<file path="src/rtl/spdif_rx_decoder.sv">
// S/PDIF biphase-mark receiver: measures transition intervals, locks to B/M/W preambles
// and emits one decoded 24-bit sample with V/U/C flags per subframe.
module spdif_rx_decoder #(
  parameter logic [7:0] SHORT_MIN = 8'd8,
  parameter logic [7:0] SHORT_MAX = 8'd24,
  parameter logic [7:0] MED_MAX   = 8'd40,
  parameter logic [7:0] LONG_MAX  = 8'd57
) (
  input  logic        clk_100mhz,
  input  logic        rst,
  input  logic        spdif_in,
  output logic [23:0] sample,
  output logic        sample_valid,
  output logic        is_right,
  output logic        block_start,
  output logic        v_bit,
  output logic        u_bit,
  output logic        c_bit,
  output logic        parity_err,
  output logic        frame_err,
  output logic        locked
);

  typedef enum logic [1:0] {HUNT, PRE, DATA, DONE} state_t;
  typedef enum logic [1:0] {IV_S, IV_M, IV_L, IV_X} ival_t;
  typedef enum logic [1:0] {PT_B, PT_M, PT_W} pre_t;

  logic        sync1, sync2, sync_prev;
  logic        edge_det;
  logic [7:0]  ival_cnt;
  ival_t       ival;
  state_t      state;
  logic [1:0]  pulse_idx;
  ival_t       pre_second;
  pre_t        pre_type;
  pre_t        pre_found;
  logic        pre_ok, pre_match;
  logic [27:0] shreg;
  logic [5:0]  bit_idx;
  logic        half_flag;
  logic        parity;
  logic        bit_done, bit_val, data_bad;

  assign edge_det = sync2 ^ sync_prev;

  always_ff @(posedge clk_100mhz) begin
    if (rst) begin
      sync1     <= 1'b0;
      sync2     <= 1'b0;
      sync_prev <= 1'b0;
      ival_cnt  <= '0;
    end else begin
      sync1     <= spdif_in;
      sync2     <= sync1;
      sync_prev <= sync2;
      if (edge_det)
        ival_cnt <= 8'd1;
      else if (ival_cnt != 8'hFF)
        ival_cnt <= ival_cnt + 8'd1;
    end
  end

  always_comb begin
    ival = IV_X;
    if (ival_cnt >= SHORT_MIN && ival_cnt <= SHORT_MAX)
      ival = IV_S;
    else if (ival_cnt > SHORT_MAX && ival_cnt <= MED_MAX)
      ival = IV_M;
    else if (ival_cnt > MED_MAX && ival_cnt <= LONG_MAX)
      ival = IV_L;
  end

  // pulse_idx counts preamble intervals already closed; the third one is always S,
  // so the second and fourth together identify B (S..L), M (L..S) or W (M..M).
  always_comb begin
    pre_ok    = 1'b0;
    pre_match = 1'b0;
    pre_found = PT_B;
    case (pulse_idx)
      2'd0: pre_ok = (ival == IV_L);
      2'd1: pre_ok = (ival != IV_X);
      2'd2: pre_ok = (ival == IV_S);
      default: begin
        pre_ok    = 1'b1;
        pre_match = 1'b1;
        if (pre_second == IV_S && ival == IV_L)
          pre_found = PT_B;
        else if (pre_second == IV_L && ival == IV_S)
          pre_found = PT_M;
        else if (pre_second == IV_M && ival == IV_M)
          pre_found = PT_W;
        else begin
          pre_ok    = 1'b0;
          pre_match = 1'b0;
        end
      end
    endcase
  end

  always_comb begin
    bit_done = 1'b0;
    bit_val  = 1'b0;
    data_bad = 1'b0;
    case (ival)
      IV_S: if (half_flag) begin
        bit_done = 1'b1;
        bit_val  = 1'b1;
      end
      IV_M: if (half_flag) data_bad = 1'b1;
            else           bit_done = 1'b1;
      default: data_bad = 1'b1;
    endcase
  end

  always_ff @(posedge clk_100mhz) begin
    if (rst) begin
      state        <= HUNT;
      pulse_idx    <= '0;
      pre_second   <= IV_X;
      pre_type     <= PT_B;
      shreg        <= '0;
      bit_idx      <= '0;
      half_flag    <= 1'b0;
      parity       <= 1'b0;
      sample       <= '0;
      is_right     <= 1'b0;
      block_start  <= 1'b0;
      v_bit        <= 1'b0;
      u_bit        <= 1'b0;
      c_bit        <= 1'b0;
      sample_valid <= 1'b0;
      parity_err   <= 1'b0;
      frame_err    <= 1'b0;
      locked       <= 1'b0;
    end else begin
      sample_valid <= 1'b0;
      parity_err   <= 1'b0;
      frame_err    <= 1'b0;
      case (state)
        HUNT: if (edge_det && ival == IV_L) begin
          state     <= PRE;
          pulse_idx <= 2'd1;
        end
        PRE: if (edge_det) begin
          if (!pre_ok) begin
            frame_err <= 1'b1;
            locked    <= 1'b0;
            // an L that breaks the sequence may itself be the next preamble's lead
            if (ival == IV_L) begin
              state     <= PRE;
              pulse_idx <= 2'd1;
            end else begin
              state <= HUNT;
            end
          end else if (pre_match) begin
            pre_type  <= pre_found;
            shreg     <= '0;
            parity    <= 1'b0;
            bit_idx   <= 6'd4;
            half_flag <= 1'b0;
            state     <= DATA;
          end else begin
            if (pulse_idx == 2'd1)
              pre_second <= ival;
            pulse_idx <= pulse_idx + 2'd1;
          end
        end
        DATA: if (edge_det) begin
          if (data_bad) begin
            frame_err <= 1'b1;
            locked    <= 1'b0;
            state     <= HUNT;
          end else if (bit_done) begin
            shreg     <= {bit_val, shreg[27:1]};
            parity    <= parity ^ bit_val;
            bit_idx   <= bit_idx + 6'd1;
            half_flag <= 1'b0;
            if (bit_idx == 6'd31)
              state <= DONE;
          end else begin
            half_flag <= 1'b1;
          end
        end
        DONE: begin
          if (!parity) begin
            sample       <= shreg[23:0];
            v_bit        <= shreg[24];
            u_bit        <= shreg[25];
            c_bit        <= shreg[26];
            is_right     <= (pre_type == PT_W);
            block_start  <= (pre_type == PT_B);
            sample_valid <= 1'b1;
            locked       <= 1'b1;
          end else begin
            parity_err <= 1'b1;
            locked     <= 1'b0;
          end
          // the edge that closed slot 31 opened the next preamble's L
          state     <= PRE;
          pulse_idx <= 2'd0;
        end
      endcase
    end
  end

endmodule

</file>
<file path="config.mk">
export PLATFORM = sky130hd
export DESIGN_NAME = spdif_rx_decoder
export DESIGN_NICKNAME = d
export VERILOG_FILES = /design/src/rtl/spdif_rx_decoder.sv
export SDC_FILE = /design/constraint.sdc
export NUM_CORES = 1
export LEC_CHECK = 0
export ABC_AREA = 1
export CAP_MARGIN = 10
export CORE_ASPECT_RATIO = 1.25
export CORE_MARGIN = 3
export CORE_UTILIZATION = 50
export DETAILED_ROUTE_END_ITERATION = 6
export PLACE_DENSITY = 0.74
export SLEW_MARGIN = 20
export SYNTH_ARGS = -nofsm -noshare
export SYNTH_HDL_FRONTEND = slang
export SYNTH_SLANG_ARGS = --single-unit
</file>
<file path="constraint.sdc">
create_clock -name clk_100mhz -period 1.7 [get_ports clk_100mhz]
set_input_delay 0.17 -clock clk_100mhz [delete_from_list [all_inputs] [get_ports clk_100mhz]]
set_output_delay 0.17 -clock clk_100mhz [all_outputs]
set_load 0.05 [all_outputs]
</file>
After elaboration in Yosys (flattened, before gate mapping):

Cells that the tools add are included.

* register bits after elaboration: 88
* latch bits: 0
* memory bits (writable): 0
* bits in read-only memories: 0
* input bits: 3
* output and inout port bits: 33
* word-level logic and storage cells: 162
* memories kept: 0

* add/subtract/negate cells: 3
* $mul: 0
* div/mod/pow operators: 0
* order comparisons: 6
* equal/unequal tests: 27
* shift-type cells: 0
* mux-type cells: 71
* bitwise logic cells: 5
* reductions and logical operators: 27

Operators by type and width (count)
* 28-bit two-way mux: 6
* 28-bit case mux with 2 select lines: 1
* 2-bit two-way mux: 18
* 6-bit two-way mux: 6
* 1-bit two-way mux: 30
* 2-bit inequality test, second input constant: 10
* 8-bit by 6-bit <= comparator with 1-bit output, second input constant: 2
* 3-bit inequality test, second input constant: 5
* 5-bit AND reduction: 3
* 2-bit equality test, second input constant: 6
* 6-bit case mux with 2 select lines: 1
* 6-bit AND reduction: 2
* 2-bit zero test: 5
* 1-bit case mux with 2 select lines: 5
* 8-bit by 1-bit adder with 8-bit output, second input constant: 1
* 2-bit by 1-bit equality test with 1-bit output, second input constant: 4
* 8-bit by 4-bit >= comparator with 1-bit output, second input constant: 1
* 8-bit by 5-bit > comparator with 1-bit output, second input constant: 1
* 8-bit by 6-bit > comparator with 1-bit output, second input constant: 1
* 8-bit by 5-bit <= comparator with 1-bit output, second input constant: 1
* 8-bit inequality test, second input constant: 1
* 2-bit case mux with 4 select lines: 1
* 1-bit logical AND: 7
* 7-bit AND reduction: 1
* other kinds (13): 20

Depth between registers and ports, before layout:

* word-level depth: 15
* mapped depth: 18
* depth with buffers taken out: 18

Least setup slack after synthesis:

Ideal clock, no wire load.

* kind: reg2reg
* start: register state[0]
* end: register state[1]
* setup time: 71 ps
* arrival time: 1804 ps
* data required time: 1629 ps
* slack: -175 ps
* stages on the path, launching flop included: 14
* buffers on the path: 1
* clock period less this slack: 1875 ps
* cells stage by stage: dfxtp_1 -> inv_1 -> ha_1 -> buf_4 -> o21ai_0 -> inv_1 -> or2_2 -> o21ai_0 -> inv_1 -> a21oi_1 -> nand2_1 -> nor2_1 -> nand2_1 -> a21oi_1

* word-level cells in the longest chain between the ends: 3
* elaborated cells on any way between the ends: 12
* classes of those cells: eq/ne (9); mux (1); reduce/logical (2)

RTL lines
* start, declared: line 32 `state_t state;`
* start signal, assigned: line 117 `state <= HUNT;`
* start signal, assigned: line 141 `state <= PRE;`
* start signal, assigned: line 150 `state <= PRE;`
* 2-bit equality test, or another cell as far along: line 139 `case (state)`
* 3-bit inequality test (no line) or 2-bit inequality test (tied branches)
* 6-bit AND reduction (no line)

Parallel ways exist; a longest one is shown, timed or not.
A chain may end at the register's enable or synchronous reset.

Final worst setup path:

* start: register ival_cnt[4]
* end: register shreg[24]

* word-level cells in the longest chain between the ends: 13
* elaborated cells on any way between the ends: 31
* classes of those cells: order compare (6); eq/ne (7); mux (10); reduce/logical (8)

RTL lines
* start, declared: line 30 `logic [7:0] ival_cnt;`
* start signal, assigned: line 59 `ival_cnt <= ival_cnt + 8'd1;`
* 8-bit by 6-bit > comparator with 1-bit output or 8-bit by 6-bit <= comparator with 1-bit output (tied branches): line 69 `else if (ival_cnt > MED_MAX && ival_cnt <= LONG_MAX)`
* 1-bit logical AND: line 69
* 1-bit two-way mux: line 69
* 2-bit two-way mux: line 67 `else if (ival_cnt > SHORT_MAX && ival_cnt <= MED_MAX)`
* 2-bit two-way mux *: line 65 `if (ival_cnt >= SHORT_MIN && ival_cnt <= SHORT_MAX)`
* 2-bit by 1-bit equality test with 1-bit output: line 90, 104
* 1-bit logical AND: line 90 `else if (pre_second == IV_M && ival == IV_M)`
* 1-bit two-way mux: line 90
* 1-bit two-way mux: line 88 `else if (pre_second == IV_L && ival == IV_S)`
* 1-bit two-way mux: line 86 `if (pre_second == IV_S && ival == IV_L)`
* 1-bit case mux with 3 select lines or 1-bit two-way mux (tied branches): line 79 `case (pulse_idx)`
* 2-bit inequality test (no line)
* 7-bit AND reduction (no line) *
* end signal, assigned: line 174 `shreg <= {bit_val, shreg[27:1]};`
* end, declared: line 38 `logic [27:0] shreg;`

Every way passes the cells marked *; elsewhere a longest branch is shown, timed or not.

==> impl_metrics.py <==
metrics = {
    "place": {
        "hpwlAfterDp_mm": 6.63,
        "port_buffers": 35,
        "place_congestion": 0.841,
    },
    "sta": {
        "final-hold-violation-count": 0,
        "timing.final.ws_setup_ns": -0.269,
        "drv_slew": 0,
        "post-route-min-period_ns": 1.97,
        "min_period_over_period": 1.16,
        "relSlewSlack": 0.649,
        "tightest_slew_ns": 0.525,
        "rsz0062_at_grt": "yes",
        "setup_viol_count_final": 45,
        "finalSetupTns_ns": -8.52,
        "clock_skew_ns": 0.00998,
        "worst_hold_slack_ns": 0.332,
        "clock.fmax_mhz": 508,
    },
    "worst_setup_path": {
        "worstSetupPathType": "register to register",
        "end_kind": "register",
        "required_ns": 2.00,
        "crit_path_start_kind": "register",
        "cp_max_fo": 6,
        "cp_data_arrival_time_ns": 2.27,
    },
    "synth": {
        "synth-main-ff-cell": "dfxtp_1",
        "synth-edff-count": 0,
        "synth.most_common_cell": "nand2_1",
        "yosys_warnings": 0,
        "syn_avg_cell_area_um2": 7.39,
        "synth_top_area_frac": 0.441,
        "syn_area_um2": 4000,
        "synthArstFlopShare": 0,
        "synthDistinctLibCells": 37,
        "synth.area.top_cells": "dfxtp_1 44%, nand2_1 12%, nor2_1 8.0%",
        "synth_top_cell_by_area": "dfxtp_1",
        "synth-seq-area-share": 0.441,
        "synth_nets": 557,
        "ys_seq_elements": 88,
        "syn_inst": 541,
        "synth_commonest_cells": "125 x nand2_1, 88 x dfxtp_1, 85 x nor2_1",
    },
    "global_routing": {
        "overflow": 0,
        "grt_pass1_wl_mm": 17.0,
        "grt_usage": 0.230,
        "antenna_found_initial": 0,
        "grt_max_degree": 36,
        "grt_pass1_vias": 3741,
    },
    "finish": {
        "syn_to_final_growth_pct": 43.7,
        "final_layout_size_suffix_gt1_frac": 0.328,
        "fin_nets": 652,
        "antennaDiodeCount": 0,
        "fin_util": 0.759,
    },
    "floorplanning": {
        "dieArea_um2": 9110,
        "pin_count": 36,
        "rows": 35,
        "start_util": 0.528,
        "dieHeight_um": 106,
        "die_w_um": 86.0,
        "core-area_um2": 7580,
    },
    "detailed_routing": {
        "ant_nets": 0,
        "wl_per_cell_um": 14.9,
        "firstDrtPassIters": 5,
        "drc": 0,
        "avgViaCountPerCell": 5.27,
        "vias": 3862,
        "totalWireLength_mm": 10.9,
        "drtIter0Drc": 182,
    },
    "clock_tree": {
        "cts_tree": "built",
        "clock-sinks": 88,
        "cts-root-buf": "clkbuf_8",
        "clock_latency_ns": 0.36,
        "numCtsBuffers": 9,
        "path_clk_slew_ns": 0.09,
        "cts_max_level": 3,
        "clockBufferDepth": 2,
    },
    "power_and_ir_drop": {
        "power.total_w": 0.00394,
        "ir_drop_mv": 0.573,
        "p_per_area_nw_per_um2": 686,
        "p_leak_nw": 3.00,
    },
    "run_status": {
        "violations": "negative setup slack",
        "outcome": "complete, but fails checks",
    },
    "min_path": {
        "hold_class": "input port to register",
    },
    "run": {
        "cap_violations": 0,
    },
}
[cells by family after synthesis]
group	after synthesis	synth area share
flip-flops	88	0.441
AND/OR/NAND/NOR	292	0.330
XOR/XNOR	6	0.0131
adder cells (fa/ha/maj)	13	0.0407
buffers and inverters	72	0.0795
AO/OA/AOI/OAI	70	0.0961
[final timing paths]
path	startpoint	slack, ns	to	cells past startpoint
worst min register to register	sync1$_SDFF_PP0_	0.41	sync2$_SDFF_PP0_	2
worst min-delay path	spdif_in	0.33	sync1$_SDFF_PP0_	3
worst max-delay path	ival_cnt[4]$_SDFFE_PP0P_	-0.27	shreg[24]$_SDFFE_PP0P_	14
worst max register to register	ival_cnt[4]$_SDFFE_PP0P_	-0.27	shreg[24]$_SDFFE_PP0P_	14
[sequential cells by signal, summed over array words and instances, names as in the netlist, 2 cells and up]
signal and flops:
bit_idx 6, ival_cnt 8, pre_second 2, pre_type 2
pulse_idx 2, sample 24, shreg 28, state 2
[per-stage QoR]
step / area, um^2 / setup WS [ns] / cells
2_1_floorplan: 4050 / -0.0167 / 541
3_3_place_gp: 4830 / -0.221 / 698
3_5_place_dp: 4830 / -0.266 / 698
6_report: 5750 / -0.269 / 733
4_1_cts: 5270 / -0.147 / 724
5_1_grt: 5750 / -0.353 / 733
[final cells by class]
type	instances	area (um^2)
clock buffer	11	141
clock inverter	5	37.5
fill	535	1830
inverter	50	196
multi-input combinational	382	2420
sequential	88	1790
tap	92	115
timing repair buffer	105	1050
[report_power, final]
group | internal (W) | switching, W | total [W]
sequential | 0.00208 | 0.0000207 | 0.00210
combinational | 0.000195 | 0.000278 | 0.000472
clock | 0.000580 | 0.000788 | 0.00137
[layer usage]
layer | vias up | part of all wire | wire [um] | global-route usage
li1 | 1919 | - | - | -
met1 | 1807 | 0.41 | 4480 | 0.275
met2 | 106 | 0.52 | 5690 | 0.393
met3 | 30 | 0.037 | 402 | 0.0488
met4 | 0 | 0.031 | 342 | 0.0950
met5 | - | 0 | 0 | 0
[cells in the final DEF, fill, tap and decap left out, types with 9 or more instances in the layout]
master,n
nand2_1,106
nand3_4,9
inv_2,13
buf_4,57
nor2_1,71
nand2_2,14
dfxtp_1,78
nand3_2,17
dlymetal6s2s_1,23
a21oi_1,19
inv_1,34
clkbuf_8,10
nand2_4,13
nor2_4,12
nand3_1,23
o21ai_0,30
[worst max-delay path: stages (launching register included)]
cell and delay (ns):
dfxtp_4 0.37, nor2_4 0.15, nand2_4 0.08, o21ai_4 0.20, nand3_2 0.12, nand2_2 0.09
nand2_4 0.06, o21ai_4 0.06, nand2_2 0.08, nor2_4 0.12, nand2_4 0.09, nor2_8 0.19
clkbuf_16 0.17, nand3_1 0.07, nand2_1 0.06
[repair_timing]
action / CTS / global route
gates cloned: 2 / 1
endpoints found under the setup margin: 54 / 77
hold buffers: 0 / 0
gates resized for setup: 59 / 108
pin swaps: 16 / 38
buffers inserted: 8 / 8
Note: power is estimated with default switching activity, not from simulation.
